$ cat src/rtl/bst_walk_engine_pkg.sv
// bst_walk_engine_pkg: command/status codes, node flag layout and FSM states shared by the BST walk engine.
package bst_walk_engine_pkg;
    localparam logic [7:0] INSERT_TOKEN = 8'h01;
    localparam logic [7:0] SEARCH_TOKEN = 8'h02;

    typedef enum logic [1:0] {
        ST_OK        = 2'd0,
        ST_NOT_FOUND = 2'd1,
        ST_FULL      = 2'd2,
        ST_ERROR     = 2'd3
    } status_e;

    typedef struct packed {
        logic used;
        logic is_root;
        logic has_left;
        logic has_right;
    } node_flags_t;

    typedef enum logic [3:0] {
        S_IDLE, S_ALLOC, S_RD_REQ, S_RD_WAIT, S_CMP, S_WR_UPD, S_WR_NEW, S_WR_PARENT, S_CPL
    } state_e;

    function automatic int node_width(input int tw, input int pw, input int aw);
        return pw + 4 + 3 * aw + tw;
    endfunction
endpackage

$ cat src/rtl/bst_walk_engine_codec.sv
// bst_node_codec: packs/unpacks a node word {payload, flags, parent, left, right, token}.
module bst_node_codec import bst_walk_engine_pkg::*; #(
    parameter int TOKEN_WIDTH    = 8,
    parameter int PAYLOAD_WIDTH  = 32,
    parameter int RAM_ADDR_WIDTH = 16,
    localparam int RAM_DATA_WIDTH = node_width(TOKEN_WIDTH, PAYLOAD_WIDTH, RAM_ADDR_WIDTH)
) (
    input  logic [RAM_DATA_WIDTH-1:0] word_in,
    output logic [PAYLOAD_WIDTH-1:0]  dec_payload,
    output node_flags_t               dec_flags,
    output logic [RAM_ADDR_WIDTH-1:0] dec_parent,
    output logic [RAM_ADDR_WIDTH-1:0] dec_left,
    output logic [RAM_ADDR_WIDTH-1:0] dec_right,
    output logic [TOKEN_WIDTH-1:0]    dec_token,
    input  logic [PAYLOAD_WIDTH-1:0]  enc_payload,
    input  node_flags_t               enc_flags,
    input  logic [RAM_ADDR_WIDTH-1:0] enc_parent,
    input  logic [RAM_ADDR_WIDTH-1:0] enc_left,
    input  logic [RAM_ADDR_WIDTH-1:0] enc_right,
    input  logic [TOKEN_WIDTH-1:0]    enc_token,
    output logic [RAM_DATA_WIDTH-1:0] word_out
);
    assign {dec_payload, dec_flags, dec_parent, dec_left, dec_right, dec_token} = word_in;
    assign word_out = {enc_payload, enc_flags, enc_parent, enc_left, enc_right, enc_token};
endmodule

$ cat src/rtl/bst_walk_engine.sv
// bst_walk_engine: executes INSERT_TOKEN / SEARCH_TOKEN by walking a BST held in node RAM,
// allocating new nodes from the tree manager and reporting each command on the completion channel.
module bst_walk_engine import bst_walk_engine_pkg::*; #(
    parameter int TOKEN_WIDTH    = 8,
    parameter int PAYLOAD_WIDTH  = 32,
    parameter int RAM_ADDR_WIDTH = 16,
    parameter int MAX_DEPTH      = 255,
    localparam int RAM_DATA_WIDTH = node_width(TOKEN_WIDTH, PAYLOAD_WIDTH, RAM_ADDR_WIDTH)
) (
    input  logic                      aclk,
    input  logic                      aresetn,
    input  logic                      itf_valid,
    output logic                      itf_ready,
    input  logic [7:0]                itf_cmd,
    input  logic [TOKEN_WIDTH-1:0]    itf_token,
    input  logic [PAYLOAD_WIDTH-1:0]  itf_data,
    output logic                      cpl_valid,
    input  logic                      cpl_ready,
    output logic [1:0]                cpl_status,
    output logic [PAYLOAD_WIDTH-1:0]  cpl_data,
    output logic                      tree_mgt_req_valid,
    input  logic                      tree_mgt_req_ready,
    input  logic [RAM_ADDR_WIDTH-1:0] tree_mgt_req_addr,
    input  logic                      tree_mgt_full,
    output logic                      mem_valid,
    input  logic                      mem_ready,
    output logic                      mem_rd,
    output logic                      mem_wr,
    output logic [RAM_ADDR_WIDTH-1:0] mem_addr,
    output logic [RAM_DATA_WIDTH-1:0] mem_wr_data,
    input  logic                      mem_rd_valid,
    input  logic [RAM_DATA_WIDTH-1:0] mem_rd_data
);
    localparam int DEPTH_W = $clog2(MAX_DEPTH + 1);

    state_e                    state, state_n;
    status_e                   status_q, status_n;
    logic                      live, root_valid, dir_left;
    logic [7:0]                cmd_q, cmd;
    logic [TOKEN_WIDTH-1:0]    token_q;
    logic [PAYLOAD_WIDTH-1:0]  data_q, cpl_data_q, cpl_data_n;
    logic [RAM_ADDR_WIDTH-1:0] cur, new_addr, root_addr, child;
    logic [DEPTH_W-1:0]        depth;
    logic [RAM_DATA_WIDTH-1:0] node_q, word_out;
    logic                      cmd_acc, is_ins, is_srch, hit, go_left, has_child, at_limit, wr_new, wr_par;

    logic [PAYLOAD_WIDTH-1:0]  n_payload, w_payload;
    node_flags_t               n_flags, w_flags;
    logic [RAM_ADDR_WIDTH-1:0] n_parent, n_left, n_right, w_parent, w_left, w_right;
    logic [TOKEN_WIDTH-1:0]    n_token, w_token;

    bst_node_codec #(
        .TOKEN_WIDTH   (TOKEN_WIDTH),
        .PAYLOAD_WIDTH (PAYLOAD_WIDTH),
        .RAM_ADDR_WIDTH(RAM_ADDR_WIDTH)
    ) u_codec (
        .word_in    (node_q),
        .dec_payload(n_payload),
        .dec_flags  (n_flags),
        .dec_parent (n_parent),
        .dec_left   (n_left),
        .dec_right  (n_right),
        .dec_token  (n_token),
        .enc_payload(w_payload),
        .enc_flags  (w_flags),
        .enc_parent (w_parent),
        .enc_left   (w_left),
        .enc_right  (w_right),
        .enc_token  (w_token),
        .word_out   (word_out)
    );

    assign cmd       = (state == S_IDLE) ? itf_cmd : cmd_q;
    assign is_ins    = cmd == INSERT_TOKEN;
    assign is_srch   = cmd == SEARCH_TOKEN;
    assign cmd_acc   = itf_valid && itf_ready;
    assign hit       = token_q == n_token;
    assign go_left   = token_q < n_token;
    assign has_child = go_left ? n_flags.has_left : n_flags.has_right;
    assign child     = go_left ? n_left : n_right;
    assign at_limit  = depth == DEPTH_W'(MAX_DEPTH);
    assign wr_new    = state == S_WR_NEW;
    assign wr_par    = state == S_WR_PARENT;

    // New nodes start as leaves; parent rewrite keeps its word and only links the new child.
    assign w_payload = wr_par ? n_payload : data_q;
    assign w_flags   = wr_new ? {1'b1, !root_valid, 2'b00}
                              : {n_flags.used, n_flags.is_root, n_flags.has_left | (wr_par && dir_left),
                                 n_flags.has_right | (wr_par && !dir_left)};
    assign w_parent  = wr_new ? (root_valid ? cur : '0) : n_parent;
    assign w_left    = wr_new ? '0 : (wr_par && dir_left) ? new_addr : n_left;
    assign w_right   = wr_new ? '0 : (wr_par && !dir_left) ? new_addr : n_right;
    assign w_token   = wr_new ? token_q : n_token;

    assign itf_ready          = (state == S_IDLE) && live;
    assign tree_mgt_req_valid = (state == S_ALLOC) && !tree_mgt_full;
    assign mem_rd             = state == S_RD_REQ;
    assign mem_wr             = (state == S_WR_UPD) || wr_new || wr_par;
    assign mem_valid          = mem_rd || mem_wr;
    assign mem_addr           = wr_new ? new_addr : (mem_valid ? cur : '0);
    assign mem_wr_data        = mem_wr ? word_out : '0;
    assign cpl_valid          = state == S_CPL;
    assign cpl_status         = status_q;
    assign cpl_data           = cpl_data_q;

    always_comb begin
        state_n    = state;
        status_n   = ST_OK;
        cpl_data_n = '0;
        case (state)
            S_IDLE: if (cmd_acc) begin
                if (is_ins) state_n = root_valid ? S_RD_REQ : S_ALLOC;
                else if (is_srch) begin
                    state_n  = root_valid ? S_RD_REQ : S_CPL;
                    status_n = ST_NOT_FOUND;
                end else begin
                    state_n  = S_CPL;
                    status_n = ST_ERROR;
                end
            end
            S_ALLOC: if (tree_mgt_full) begin
                state_n  = S_CPL;
                status_n = ST_FULL;
            end else if (tree_mgt_req_ready) state_n = S_WR_NEW;
            S_RD_REQ:  if (mem_ready) state_n = S_RD_WAIT;
            S_RD_WAIT: if (mem_rd_valid) state_n = S_CMP;
            S_CMP: if (hit) begin
                state_n    = is_ins ? S_WR_UPD : S_CPL;
                cpl_data_n = n_payload;
            end else if (!has_child) begin
                state_n  = is_ins ? S_ALLOC : S_CPL;
                status_n = ST_NOT_FOUND;
            end else if (at_limit) begin
                state_n  = S_CPL;
                status_n = ST_ERROR;
            end else state_n = S_RD_REQ;
            S_WR_UPD, S_WR_PARENT: if (mem_ready) begin
                state_n    = S_CPL;
                cpl_data_n = data_q;
            end
            S_WR_NEW: if (mem_ready) begin
                state_n    = root_valid ? S_WR_PARENT : S_CPL;
                cpl_data_n = data_q;
            end
            S_CPL:   if (cpl_ready) state_n = S_IDLE;
            default: state_n = S_IDLE;
        endcase
    end

    always_ff @(posedge aclk or negedge aresetn) begin
        if (!aresetn) begin
            state      <= S_IDLE;
            status_q   <= ST_OK;
            live       <= 1'b0;
            root_valid <= 1'b0;
            root_addr  <= '0;
            dir_left   <= 1'b0;
            cmd_q      <= '0;
            token_q    <= '0;
            data_q     <= '0;
            cpl_data_q <= '0;
            cur        <= '0;
            new_addr   <= '0;
            depth      <= '0;
            node_q     <= '0;
        end else begin
            live  <= 1'b1;
            state <= state_n;
            if (state_n == S_CPL && state != S_CPL) begin
                status_q   <= status_n;
                cpl_data_q <= cpl_data_n;
            end
            if (cmd_acc) begin
                cmd_q   <= itf_cmd;
                token_q <= itf_token;
                data_q  <= itf_data;
                cur     <= root_addr;
                depth   <= '0;
            end
            if (tree_mgt_req_valid && tree_mgt_req_ready) new_addr <= tree_mgt_req_addr;
            if (state == S_RD_WAIT && mem_rd_valid) begin
                node_q <= mem_rd_data;
                depth  <= depth + DEPTH_W'(1);
            end
            // cur stays on the matched/leaf node so the following write targets it.
            if (state == S_CMP) begin
                dir_left <= go_left;
                if (!hit && has_child && !at_limit) cur <= child;
            end
            if (wr_new && mem_ready && !root_valid) begin
                root_valid <= 1'b1;
                root_addr  <= new_addr;
            end
        end
    end
endmodule
$ cat config.mk
export PLATFORM = sky130hd
export DESIGN_NAME = bst_walk_engine
export DESIGN_NICKNAME = d
export VERILOG_FILES = /design/src/rtl/bst_walk_engine_pkg.sv /design/src/rtl/bst_walk_engine_codec.sv /design/src/rtl/bst_walk_engine.sv
export SDC_FILE = /design/constraint.sdc
export NUM_CORES = 1
export LEC_CHECK = 0
export BUFFER_PORTS_ARGS = -buffer_cell sky130_fd_sc_hd__clkbuf_2
export CORE_MARGIN = 2
export CORE_UTILIZATION = 30
export DETAILED_ROUTE_END_ITERATION = 7
export SYNTH_ARGS = -nofsm -noshare
export SYNTH_HDL_FRONTEND = slang
export SYNTH_SLANG_ARGS = --single-unit
$ cat constraint.sdc
create_clock -name aclk -period 3.3 [get_ports aclk]
set_input_delay 0.495 -clock aclk [delete_from_list [all_inputs] [get_ports aclk]]
set_output_delay 0.495 -clock aclk [all_outputs]
set_load 0.01 [all_outputs]
==> flow_metrics.tcl <==
set metrics [dict create \
    grt_max_degree 98 \
    placed_area_sq_um 13780 \
    crit_family "buffers and inverters" \
    p_total_mw 6.765 \
    slew_headroom_pct 40.01 \
    rows 71 \
    dieArea_sq_um 40170 \
    stdcell_area_sq_um 14720 \
    numCtsBuffers 29 \
    rsz0062_at_grt "false" \
    place_congestion 0.8688 \
    met1Wirelength_mm 18.04 \
    post-dp-hpwl_mm 27.56 \
    io_pins 312 \
    die_h_microns 200.4 \
    syn_avg_cell_area_sq_um 8.535 \
    synth.distinct_cells 51 \
    area_growth_pct 27.15 \
    portBuffers 311 \
    synth_commonest_cells "nand2_1 (618), dfrtp_1 (237), clkbuf_1 (79)" \
    vdd_drop_max_mv 0.3061 \
    met3WireLength_mm 2.397 \
    clkSinkCount 237 \
    cpMaxStageDelayCell "dfrtp_1" \
    synth_edf_count 0 \
    status "finished clean" \
    path_clk_slew_ps 60 \
    critPathKind "reg -> out" \
    synth_nets 1529 \
    synth_top_area_cell "dfrtp_1" \
    synth_area_sq_um 11570 \
    cts_root_buf "clkbuf_16" \
    holdWs_ps 128.5 \
    synth.most_common_cell "nand2_1" \
    gr-total-overflow 0 \
    finalCritPeriodShare_pct 95.47 \
    cpMostUsedCell "buf_4" \
    layout-drive-gt1-share_pct 27.73 \
    core_area_sq_um 37840 \
    tightestPinTransition_ps 897.9 \
    power_density_nw_per_um2 459.7 \
    clkLatencyLatePin_ps 560 \
    post-route-drc-count 0 \
    num_antenna_cells 0 \
    synth_seq_area_share_pct 51.24 \
    antenna_found_initial 1 \
    cp_max_fo 17 \
    start_util_pct 30.58 \
    drtPass1Iterations 5 \
    grt_pass1_vias 10668 \
    wl_met2_mm 17.45 \
    synth.top_cell.area_share_pct 51.24 \
    nNetsFinal 1818 \
    grt_pass1_wl_mm 61.17 \
    top_layer "met5" \
    fmax_ghz 0.3174 \
    synth_flop_cell "dfrtp_1" \
    final-setup-viol-count 0 \
    arrival_ps 2660 \
    post_drt_wl_per_cell_microns 17.97 \
    path_buf_inv 4 \
    start_kind "register" \
    drt_iter0_drc 653 \
    synth-async-reset-ratio_pct 100.0 \
    yosys_warnings 0 \
    cp.required_ps 2800 \
    max_stage_delay_ps 510 \
    ant_nets 0 \
    wirelength_mm 39.12 \
    synth.area.top_cells "dfrtp_1 (51%), nand2_1 (20%), mux2_2 (5.1%)" \
    vias_per_cell 4.898 \
    vias 10662 \
    path_cells "and3b_2 > buf_4 > nor2_4 > inv_1 > nor2_1 > buf_4 > o21ai_0 > clkbuf_2" \
    hp-class "in -> reg" \
    hold_viol 0 \
    cap_violations 0 \
    finClkSkew_ps 12.38 \
    syn_inst 1356 \
    maxSlewViolCount 0 \
    tns_ps 0 \
    synth-seq-cells 237 \
    worstSetupEndpointType "output pin" \
    grt.total_usage_pct 19.09 \
    total_leakage_power_nw 7.795 \
    cts_max_level 1 \
    die_w_microns 200.4 \
    clock_path_buffers 3 \
    period_minus_slack_ps 3151 \
    cts_tree "built" \
]
through the flow:
stage               worst slack [ps]  util [%]  cells
global placement               377.5     36.41   2124
global route                   3.503     38.88   2177
detailed placement             324.0     36.41   2124
finish                         149.4     38.88   2177
CTS                            62.54     38.87   2177
floorplan                      547.1         -   1356
worst register-to-register path: stages, from the launching register on:
cell and delay, ps:
dfrtp_1 530, or4_1 640, nand4_1 160, nand4_1 140, a211oi_1 380, nand3_1 220
a211oi_4 240, buf_12 250, mux2_1 400
sequential cells by signal (all words and copies together) (netlist names):
| signal | count |
|---|---|
| cmd_q | 8 |
| cpl_status | 2 |
| data_q | 32 |
| depth | 8 |
| cur | 16 |
| token_q | 8 |
| state | 4 |
| dir_left | 1 |
| root_addr | 16 |
| cpl_data | 32 |
| live | 1 |
| new_addr | 16 |
| node_q | 92 |
| root_valid | 1 |
report_power, final:
group	leakage (nW)	internal (mW)	switching (mW)	total, mW
clock network	0.448	1.81	1.30	3.10
registers	3.18	3.04	0.106	3.15
logic	4.17	0.210	0.307	0.516
logic make-up after synthesis:
group,Yosys count,share of synthesized area (%)
XOR/XNOR,3,0.2271
AO/OA/AOI/OAI,206,11.20
adder cells (fa/ha/maj),9,0.9730
flip-flops,237,51.24
other,1,0.03240
AND/OR/NAND/NOR,713,24.78
multiplexers,81,7.881
buffers and inverters,106,3.665
per-layer routing:
metal / track usage, % / vias to the layer above
met5: 0 / -
met4: 6.429 / 2
met3: 3.084 / 75
met2: 29.86 / 379
met1: 26.89 / 5164
li1: - / 5042
area by class of cell:
cell class	count	area, sq um
flip-flops and latches	237	5933
inverters	15	56.30
multi-input cells	1013	5258
repair buffers	349	1908
clock inverters	12	103.9
clock buffers	40	817.0
fillers	3892	23130
well taps	511	639.4
path summary, 6_finish.rpt:
check,startpoint,endpoint,slack (ps),cells after the start
hold / removal,mem_rd_data[33],node_q[33],130,3
setup / recovery,state[3],mem_addr[0],150,8
min in group asynchronous,aresetn,node_q[1],580,2
setup reg to reg,state[1],cpl_data[6],220,8
max in group asynchronous,aresetn,state[0],1910,3
hold reg to reg,node_q[46],node_q[46],480,2
placed cells by master, fill, tap and decap left out, types with 4 or more instances in the layout:
master	instances
a21oi_1	75
a22o_1	49
a31oi_1	18
and2_1	4
buf_12	4
buf_4	32
clkbuf_1	6
clkbuf_16	29
clkbuf_2	310
clkbuf_8	5
clkinv_2	5
dfrtp_1	235
ha_1	9
inv_1	15
mux2_1	29
mux2_2	52
nand2_1	617
nand3_1	15
nand4_1	9
nor2_1	29
nor2b_1	6
nor4b_1	4
o21ai_0	48
repair_timing:
item,CTS,global route
hold buffers,1,0
buffers inserted,0,0
hold endpoints to repair,7,0
gates resized for setup,0,4
endpoints found under the setup margin,0,15
(Power assumes the default switching activity.)
